[src/rtl/seq_disp_pkg.sv]
// Shared types and constants for the sequence-event display stage.
// Optional feature macro: SEQDISP_HEX_EN (hex digits A..F, wrap at 16).
package seq_disp_pkg;

    typedef enum logic [1:0] {
        DASH = 2'd0,
        SHOW = 2'd1,
        HOLD = 2'd2
    } state_t;

    localparam logic [7:0] SEG_DASH  = 8'h40;
    localparam logic [7:0] SEG_BLANK = 8'h00;
    localparam int         SEG_DP    = 7;

    // Digit patterns, segments a..g on bits [6:0]; element 15 listed first.
    localparam logic [15:0][6:0] SEG_TABLE = {
        7'h71, 7'h79, 7'h5E, 7'h39, 7'h7C, 7'h77,  // F E d C b A
        7'h6F, 7'h7F, 7'h07, 7'h7D, 7'h6D, 7'h66,  // 9 8 7 6 5 4
        7'h4F, 7'h5B, 7'h06, 7'h3F                 // 3 2 1 0
    };

endpackage

[src/rtl/seq_event_display_seg7.sv]
// Combinational 4-bit value to 7-segment pattern.
// With SEQDISP_HEX_EN defined, 10..15 show A b C d E F; otherwise they show the dash.
module seg7_hex_decoder
    import seq_disp_pkg::*;
(
    input  logic [3:0] i_value,
    output logic [6:0] o_pattern
);

    // Table lookup, with out-of-range decimal codes mapped to the dash.
    always_comb begin
        o_pattern = SEG_TABLE[i_value];
`ifndef SEQDISP_HEX_EN
        if (i_value > 4'd9) begin
            o_pattern = SEG_DASH[6:0];
        end
`endif
    end

endmodule

[src/rtl/seq_event_display.sv]
// Display stage for the serial sequence detector: counts rising edges of det,
// shows the count on one 7-segment digit and lights dp for HOLD_CYCLES after
// each detection. Optional macro: SEQDISP_HEX_EN (count modulo 16, hex digits).
module seq_event_display
    import seq_disp_pkg::*;
#(
    parameter int HOLD_CYCLES = 1_000_000,
    parameter int CNT_W       = 4
) (
    input  logic             clk,
    input  logic             rst,
    input  logic             ena,
    input  logic             det,
    input  logic             clr,
    output logic [7:0]       seg_out,
    output logic [CNT_W-1:0] count_out,
    output logic             ovf
);

    localparam int TMR_W = $clog2(HOLD_CYCLES + 1);
`ifdef SEQDISP_HEX_EN
    localparam logic [CNT_W-1:0] CNT_LAST = CNT_W'(15);
`else
    localparam logic [CNT_W-1:0] CNT_LAST = CNT_W'(9);
`endif

    state_t           r_state;
    logic [TMR_W-1:0] r_timer;
    logic             r_det_q;

    logic             w_event;
    logic             w_wrap;
    logic [CNT_W-1:0] w_count_nxt;
    logic [3:0]       w_dec_in;
    logic [6:0]       w_pattern;

    assign w_event     = det & ~r_det_q & ena;
    assign w_wrap      = (count_out == CNT_LAST);
    assign w_count_nxt = w_wrap ? '0 : count_out + CNT_W'(1);
    assign w_dec_in    = w_event ? w_count_nxt[3:0] : count_out[3:0];

    seg7_hex_decoder u_dec (
        .i_value   (w_dec_in),
        .o_pattern (w_pattern)
    );

    // Edge-detect register keeps sampling det even while disabled.
    always_ff @(posedge clk or posedge rst) begin
        if (rst) begin
            r_det_q <= 1'b0;
        end else begin
            r_det_q <= det;
        end
    end

    // Display FSM with counter, hold timer and registered outputs.
    always_ff @(posedge clk or posedge rst) begin
        if (rst) begin
            r_state   <= DASH;
            r_timer   <= '0;
            count_out <= '0;
            ovf       <= 1'b0;
            seg_out   <= SEG_DASH;
        end else if (ena) begin
            ovf <= 1'b0;
            if (clr) begin
                r_state   <= DASH;
                r_timer   <= '0;
                count_out <= '0;
                seg_out   <= SEG_DASH;
            end else if (w_event) begin
                r_state   <= HOLD;
                r_timer   <= TMR_W'(HOLD_CYCLES);
                count_out <= w_count_nxt;
                ovf       <= w_wrap;
                seg_out   <= {1'b1, w_pattern};
            end else if (r_state == HOLD) begin
                r_timer <= r_timer - TMR_W'(1);
                if (r_timer == TMR_W'(1)) begin
                    r_state <= SHOW;
                    seg_out <= {1'b0, w_pattern};
                end
            end
        end
    end

endmodule

[config.mk]
export PLATFORM = sky130hd
export DESIGN_NAME = seq_event_display
export DESIGN_NICKNAME = d
export VERILOG_FILES = /design/src/rtl/seq_disp_pkg.sv /design/src/rtl/seq_event_display_seg7.sv /design/src/rtl/seq_event_display.sv
export SDC_FILE = /design/constraint.sdc
export NUM_CORES = 1
export LEC_CHECK = 0
export ABC_CLOCK_PERIOD_IN_PS = 7250
export BUFFER_PORTS_ARGS = -buffer_cell sky130_fd_sc_hd__buf_2
export CORE_MARGIN = 1.5
export CORE_UTILIZATION = 64
export DETAILED_ROUTE_END_ITERATION = 8
export HOLD_SLACK_MARGIN = 0.06
export PLACE_DENSITY = 0.84
export SYNTH_ARGS = -nofsm -noshare
export SYNTH_HDL_FRONTEND = slang
export SYNTH_HIERARCHICAL = 1
export SYNTH_SLANG_ARGS = --single-unit
[constraint.sdc]
create_clock -name clk -period 7.25 [get_ports clk]
set_input_delay 1.45 -clock clk [delete_from_list [all_inputs] [get_ports clk]]
set_output_delay 1.45 -clock clk [all_outputs]
set_load 0.01 [all_outputs]
# After elaboration in Yosys (flattened, before gate mapping)
# Memory sizes are Yosys's and may differ from the RTL's.
# Cells that the tools add are included.
# classes
n_addsub	2
n_lt_le_gt_ge	2
eq_ne	3
mux	18
n_bitwise	3
reduce_logical	4
# op_table
op	n
$mux W20	3
$mux W8	4
$eq A20 B1 Y1 const B	1
$sub A20 B1 Y20 const B	1
$mux W7	2
$mux W4	3
$mux W2	4
$reduce_bool A3 Y1	2
$lt A4 B5 Y1 const B	1
$add A4 B1 Y4 const B	1
$eq A4 B4 Y1 const B	1
$gt A4 B4 Y1 const B	1
$reduce_and A3 Y1	1
$and A1 B1 Y1	2
$eq A2 B2 Y1 const B	1
$mux W1	2
$reduce_and A2 Y1	1
$not A1 Y1	1
# word_totals
reg_bits	36
romBits	112
inputBits	5
out_inout_bits	13
memories	1
# memory_table
name	depth	word_bits	read_ports	rd_clocked_by_memory_dff	wr	line	rtl
(no name shown)	16	7	1	0	0	seq_event_display_seg7.sv:12	o_pattern = SEG_TABLE[i_value];

# Longest topological paths before layout
# logic_depth
ltp_word	11
depth_mapped	11
mapped_depth_nobuf	10

# By module
# The synthesis kept the hierarchy.
# by_module_without_submodules
mod	instances	cells_per_inst	area_each_um2	seq_area_each_um2
seq_event_display	1	200	1959.4	877.1
seg7_hex_decoder	1	35	252.7	0.0

# Worst setup path after synthesis
# No wires, ideal clock.
# synth_path
path_type	in2reg
from	input ena
to	register seg_out[3]
t_arrival_ns	3.510
slack_ns	3.613
cell_stages	10
n_path_buf	1
path_cell_list	clkbuf_1 nand3b_1 xnor2_1 inv_1 ha_1 o21ai_2 or2_0 o21ai_1 nor2b_1 mux2_1
# synth_via
elab_chain_cells	9
elab_cells_between_ends	13
# synth_lines
element	line	rtl
from (decl)	seq_event_display.sv:12	input logic ena,
$and A1 B1 Y1 *	seq_event_display.sv:37	assign w_event = det & ~r_det_q & ena;
$mux W4 *	-	
net w_dec_in[0]	seq_event_display.sv:34	logic [3:0] w_dec_in;
$mem_v2 Z16 W7	-	
$mux W7 (implied by the code)	seq_event_display_seg7.sv:12	
$mux W7 *	seq_event_display_seg7.sv:14	if (i_value > 4'd9) begin
net w_pattern[3]	seq_event_display.sv:35	logic [6:0] w_pattern;
$mux W8	seq_event_display.sv:79	if (r_timer == TMR_W'(1)) begin
$mux W8	seq_event_display.sv:77	end else if (r_state == HOLD) begin
$mux W8 *	seq_event_display.sv:71	end else if (w_event) begin
$mux W8 *	seq_event_display.sv:66	if (clr) begin
to (signal assigned)	seq_event_display.sv:76	seg_out <= {1'b1, w_pattern};
to (signal assigned)	seq_event_display.sv:81	seg_out <= {1'b0, w_pattern};
to (decl)	seq_event_display.sv:15	output logic [7:0] seg_out,
# The timed path passes the listed nets; every way through them passes the cells marked *. The select of a mux whose other input is x is not followed.
# A chain may end at the register's enable or synchronous reset.

# Worst setup path after layout
# layout_path
from	input ena
to	register seg_out[2]
# The elaborated chain is that of the path after synthesis.

==> flow_summary.json <==
{
  "status": "completed",
  "seq_area_um2": 877,
  "postCtsHoldBufs": 0,
  "endpoint_kind": "flop",
  "grt_usage": 0.249,
  "gp_congestion": 0.853,
  "first_pass_iters": 4,
  "reg2reg_slack_ns": 4.49,
  "cellLeakagePower_nw": 1.03,
  "maxCapViolCount": 0,
  "cts_resized": 0,
  "async_flop_share": 1.00,
  "die_w_um": 61.8,
  "syn_to_final_growth_pct": 6.79,
  "cts_setup_buffers": 0,
  "synth_compound_area_frac": 0.199,
  "drc": 0,
  "dieArea_mm2": 0.00382,
  "ioPinCount": 18,
  "htree_levels": 2,
  "clock_power_share": 0.148,
  "arrival_ns": 3.83,
  "wl_um": 4500,
  "crit_fanout": 13,
  "path_clk_slew_ns": 0.10,
  "swShare": 0.411,
  "synthAdderAreaFrac": 0.0509,
  "worst-r2r-cell-count": 9,
  "gr-total-overflow": 0,
  "cell_internal_pwr_w": 0.000413,
  "synth.avg_cell_area_um2": 9.41,
  "crit_end": "seg_out[2]",
  "antenna_found_initial": 0,
  "cts_made_buffers": 5,
  "multiInputGateArea_mm2": 0.00125,
  "cts_root_buffer": "clkbuf_4",
  "grt_pass1_wl_um": 7020,
  "switchingPower_w": 0.000289,
  "grt_start_max_net_pins": 36,
  "use_met3": 0.0435,
  "synthMuxAreaShare": 0.0441,
  "slew_violations": 0,
  "stdcell_count": 298,
  "utilization": 0.708,
  "pwr-share-seq": 0.430,
  "synth_top_flop_cell": "dfrtp_1",
  "dp_cells": 290,
  "synth_edf_count": 0,
  "fin_crit_ns": 3.61,
  "synth_top_family_by_area": "simple AND/OR/NAND/NOR gates",
  "timing.rr.end": "seg_out[2]",
  "drive_gt1_frac": 0.159,
  "syn-instance-count": 235,
  "cts_buffer_depth": 2,
  "n_fill_cell": 280,
  "syn_area_mm2": 0.00221,
  "r2r-start": "r_det_q",
  "synth_fp_nets": 249,
  "crit_required_ns": 7.48,
  "core-area_mm2": 0.00334,
  "wl_per_cell_um": 15.1,
  "worst_slew_pin_slew_ns": 0.850,
  "hold_viol_final": 0,
  "clock_latency_ns": 0.34,
  "finClkSkew_ns": 0.0237,
  "num_vias": 1822,
  "grt.met2_usage": 0.359,
  "ys_warn_count": 6,
  "rsz0062_at_grt": "false",
  "start_util": 0.663,
  "antenna_cells": 0,
  "nNetsFinal": 265,
  "relSlewSlack": 0.429,
  "drt_iter0_drc": 131,
  "cts_tree": "yes",
  "rows": 21,
  "fmax_mhz": 277,
  "io_buffers": 17,
  "peakVddDrop_mv": 0.167,
  "critPathKind": "primary input to flop",
  "pwr-share-comb": 0.422,
  "use_met1": 0.379,
  "critical_path.startpoint_type": "primary input",
  "dp_hpwl_um": 3050,
  "grt-busiest-layer": "met1",
  "hp-class": "flop to flop",
  "viasPerCell": 6.11,
  "die-height_um": 61.8,
  "yosys.area_share.xor_xnor": 0.0238,
  "ys_seq_elements": 35,
  "ys_types": 55,
  "ys_seq_area_frac": 0.396,
  "setup_viol": 0,
  "ant_nets": 0,
  "synth-simple-area-share": 0.247,
  "finalSetupTns_ns": 0,
  "grt_pass1_vias": 1504,
  "power_density_mw_per_mm2": 297,
  "crit_start": "ena",
  "clock_sinks": 35,
  "fin_crit_sh": 0.498
}
## cell usage after synthesis, types with 2 or more instances
master     instances  share of area
nor4_1             7          0.020
or3_1              3         0.0085
a21oi_1            8          0.018
nand2b_1           2         0.0057
o31ai_4            2          0.019
xnor2_1            2         0.0079
o21ai_1            2         0.0045
inv_1             10          0.017
a211oi_1           3          0.010
nand2_1           19          0.032
a311oi_1           2         0.0079
nor2_1            16          0.027
xor2_1             4          0.016
and3b_1            3          0.012
o22ai_1            4          0.011
o31a_1             2         0.0079
nor4_2             2          0.011
mux2i_1            3          0.014
a32o_1             2         0.0091
and3_1             2         0.0057
buf_4              2         0.0068
dfrtp_1           34           0.38
a2bb2oi_1          3          0.012
nand3_1            4         0.0091
clkbuf_1           6          0.010
or4_4              2          0.010
o31ai_1            4          0.014
o21a_1             3          0.010
mux2_2             5          0.025
nor2b_1           11          0.031
nand4_1            3         0.0085
ha_1               9          0.051
nand3b_1           3          0.010
o21ai_0           16          0.036
or4_1              2         0.0068
nor3_1            11          0.025
## sequential cells by signal (all words and copies together), names as in the netlist
register	flops
ovf	1
r_state	1
count_out	4
r_det_q	1
r_timer	20
seg_out	8
## critical path: stages
cell and delay, ns:
buf_2 0.22, nand3b_1 0.35, xnor2_1 0.53, inv_1 0.17, ha_1 0.30, o21ai_2 0.17
or2_0 0.15, o21ai_0 0.08, nor2b_1 0.16, mux2_2 0.27
## worst min-delay path by stage
stage,from,end,depth (start not counted)
2_1_floorplan,seg_out[6],seg_out[6],2
3_3_place_gp,seg_out[6],seg_out[6],2
3_5_place_dp,seg_out[6],seg_out[6],2
4_1_cts,seg_out[6],seg_out[6],2
5_1_grt,seg_out[6],seg_out[6],2
6_report,seg_out[6],seg_out[6],2
## cells in the final DEF, fill, tap and decap left out, types with 4 or more instances in the layout
| master | n |
|---|---|
| a21oi_1 | 8 |
| buf_2 | 17 |
| clkbuf_4 | 5 |
| dfrtp_1 | 34 |
| ha_1 | 9 |
| inv_1 | 10 |
| mux2_2 | 5 |
| nand2_1 | 19 |
| nand3_1 | 4 |
| nor2_1 | 16 |
| nor2b_1 | 11 |
| nor3_1 | 11 |
| nor4_1 | 7 |
| o21ai_0 | 16 |
| o22ai_1 | 4 |
| o31ai_1 | 4 |
| xor2_1 | 4 |
## power groups by stage
stage	clock, W	combinational, W	sequential [W]
after global placement	0	0.000289	0.000302
after CTS	0.000103	0.000296	0.000300
after floorplan	0	0.000236	0.000297
after detailed placement	0	0.000294	0.000304
final	0.000104	0.000296	0.000302
after global routing	0.000112	0.000334	0.000309
## kinds of logic (layout without fill, tap and decap cells)
group / Yosys count / count (layout)
and+or+nand+nor: 96 / 96
AOI/OAI and AO/OA: 61 / 61
DFF: 35 / 35
buffers and inverters: 19 / 36
adders and majority gates: 9 / 9
muxes: 9 / 9
xor gates and xnor gates: 6 / 6
## per-layer routing
layer  vias up  part of all wire
met2        40              0.45
li1        899                 -
met3         4             0.039
met5         -                 0
met4         0             0.010
met1       879              0.50
## through the flow
stage                     setup WS, ns  instance area (um2)  power (W)  hold WS [ns]
final                             3.64                 2360   0.000702         0.471
after global routing              3.44                 2360   0.000754         0.493
after detailed placement          3.32                 2310   0.000597         0.462
after global placement            3.41                 2310   0.000592         0.451
after floorplan                   3.61                 2210   0.000533         0.470
after CTS                         3.68                 2360   0.000699         0.478
## cell type report
type,count,area share
inverter,10,0.0159
timing repair buffer,18,0.0392
sequential,35,0.371
tap,46,0.0244
multi-input combinational,181,0.529
clock buffer,8,0.0207
(Power assumes the default switching activity.)
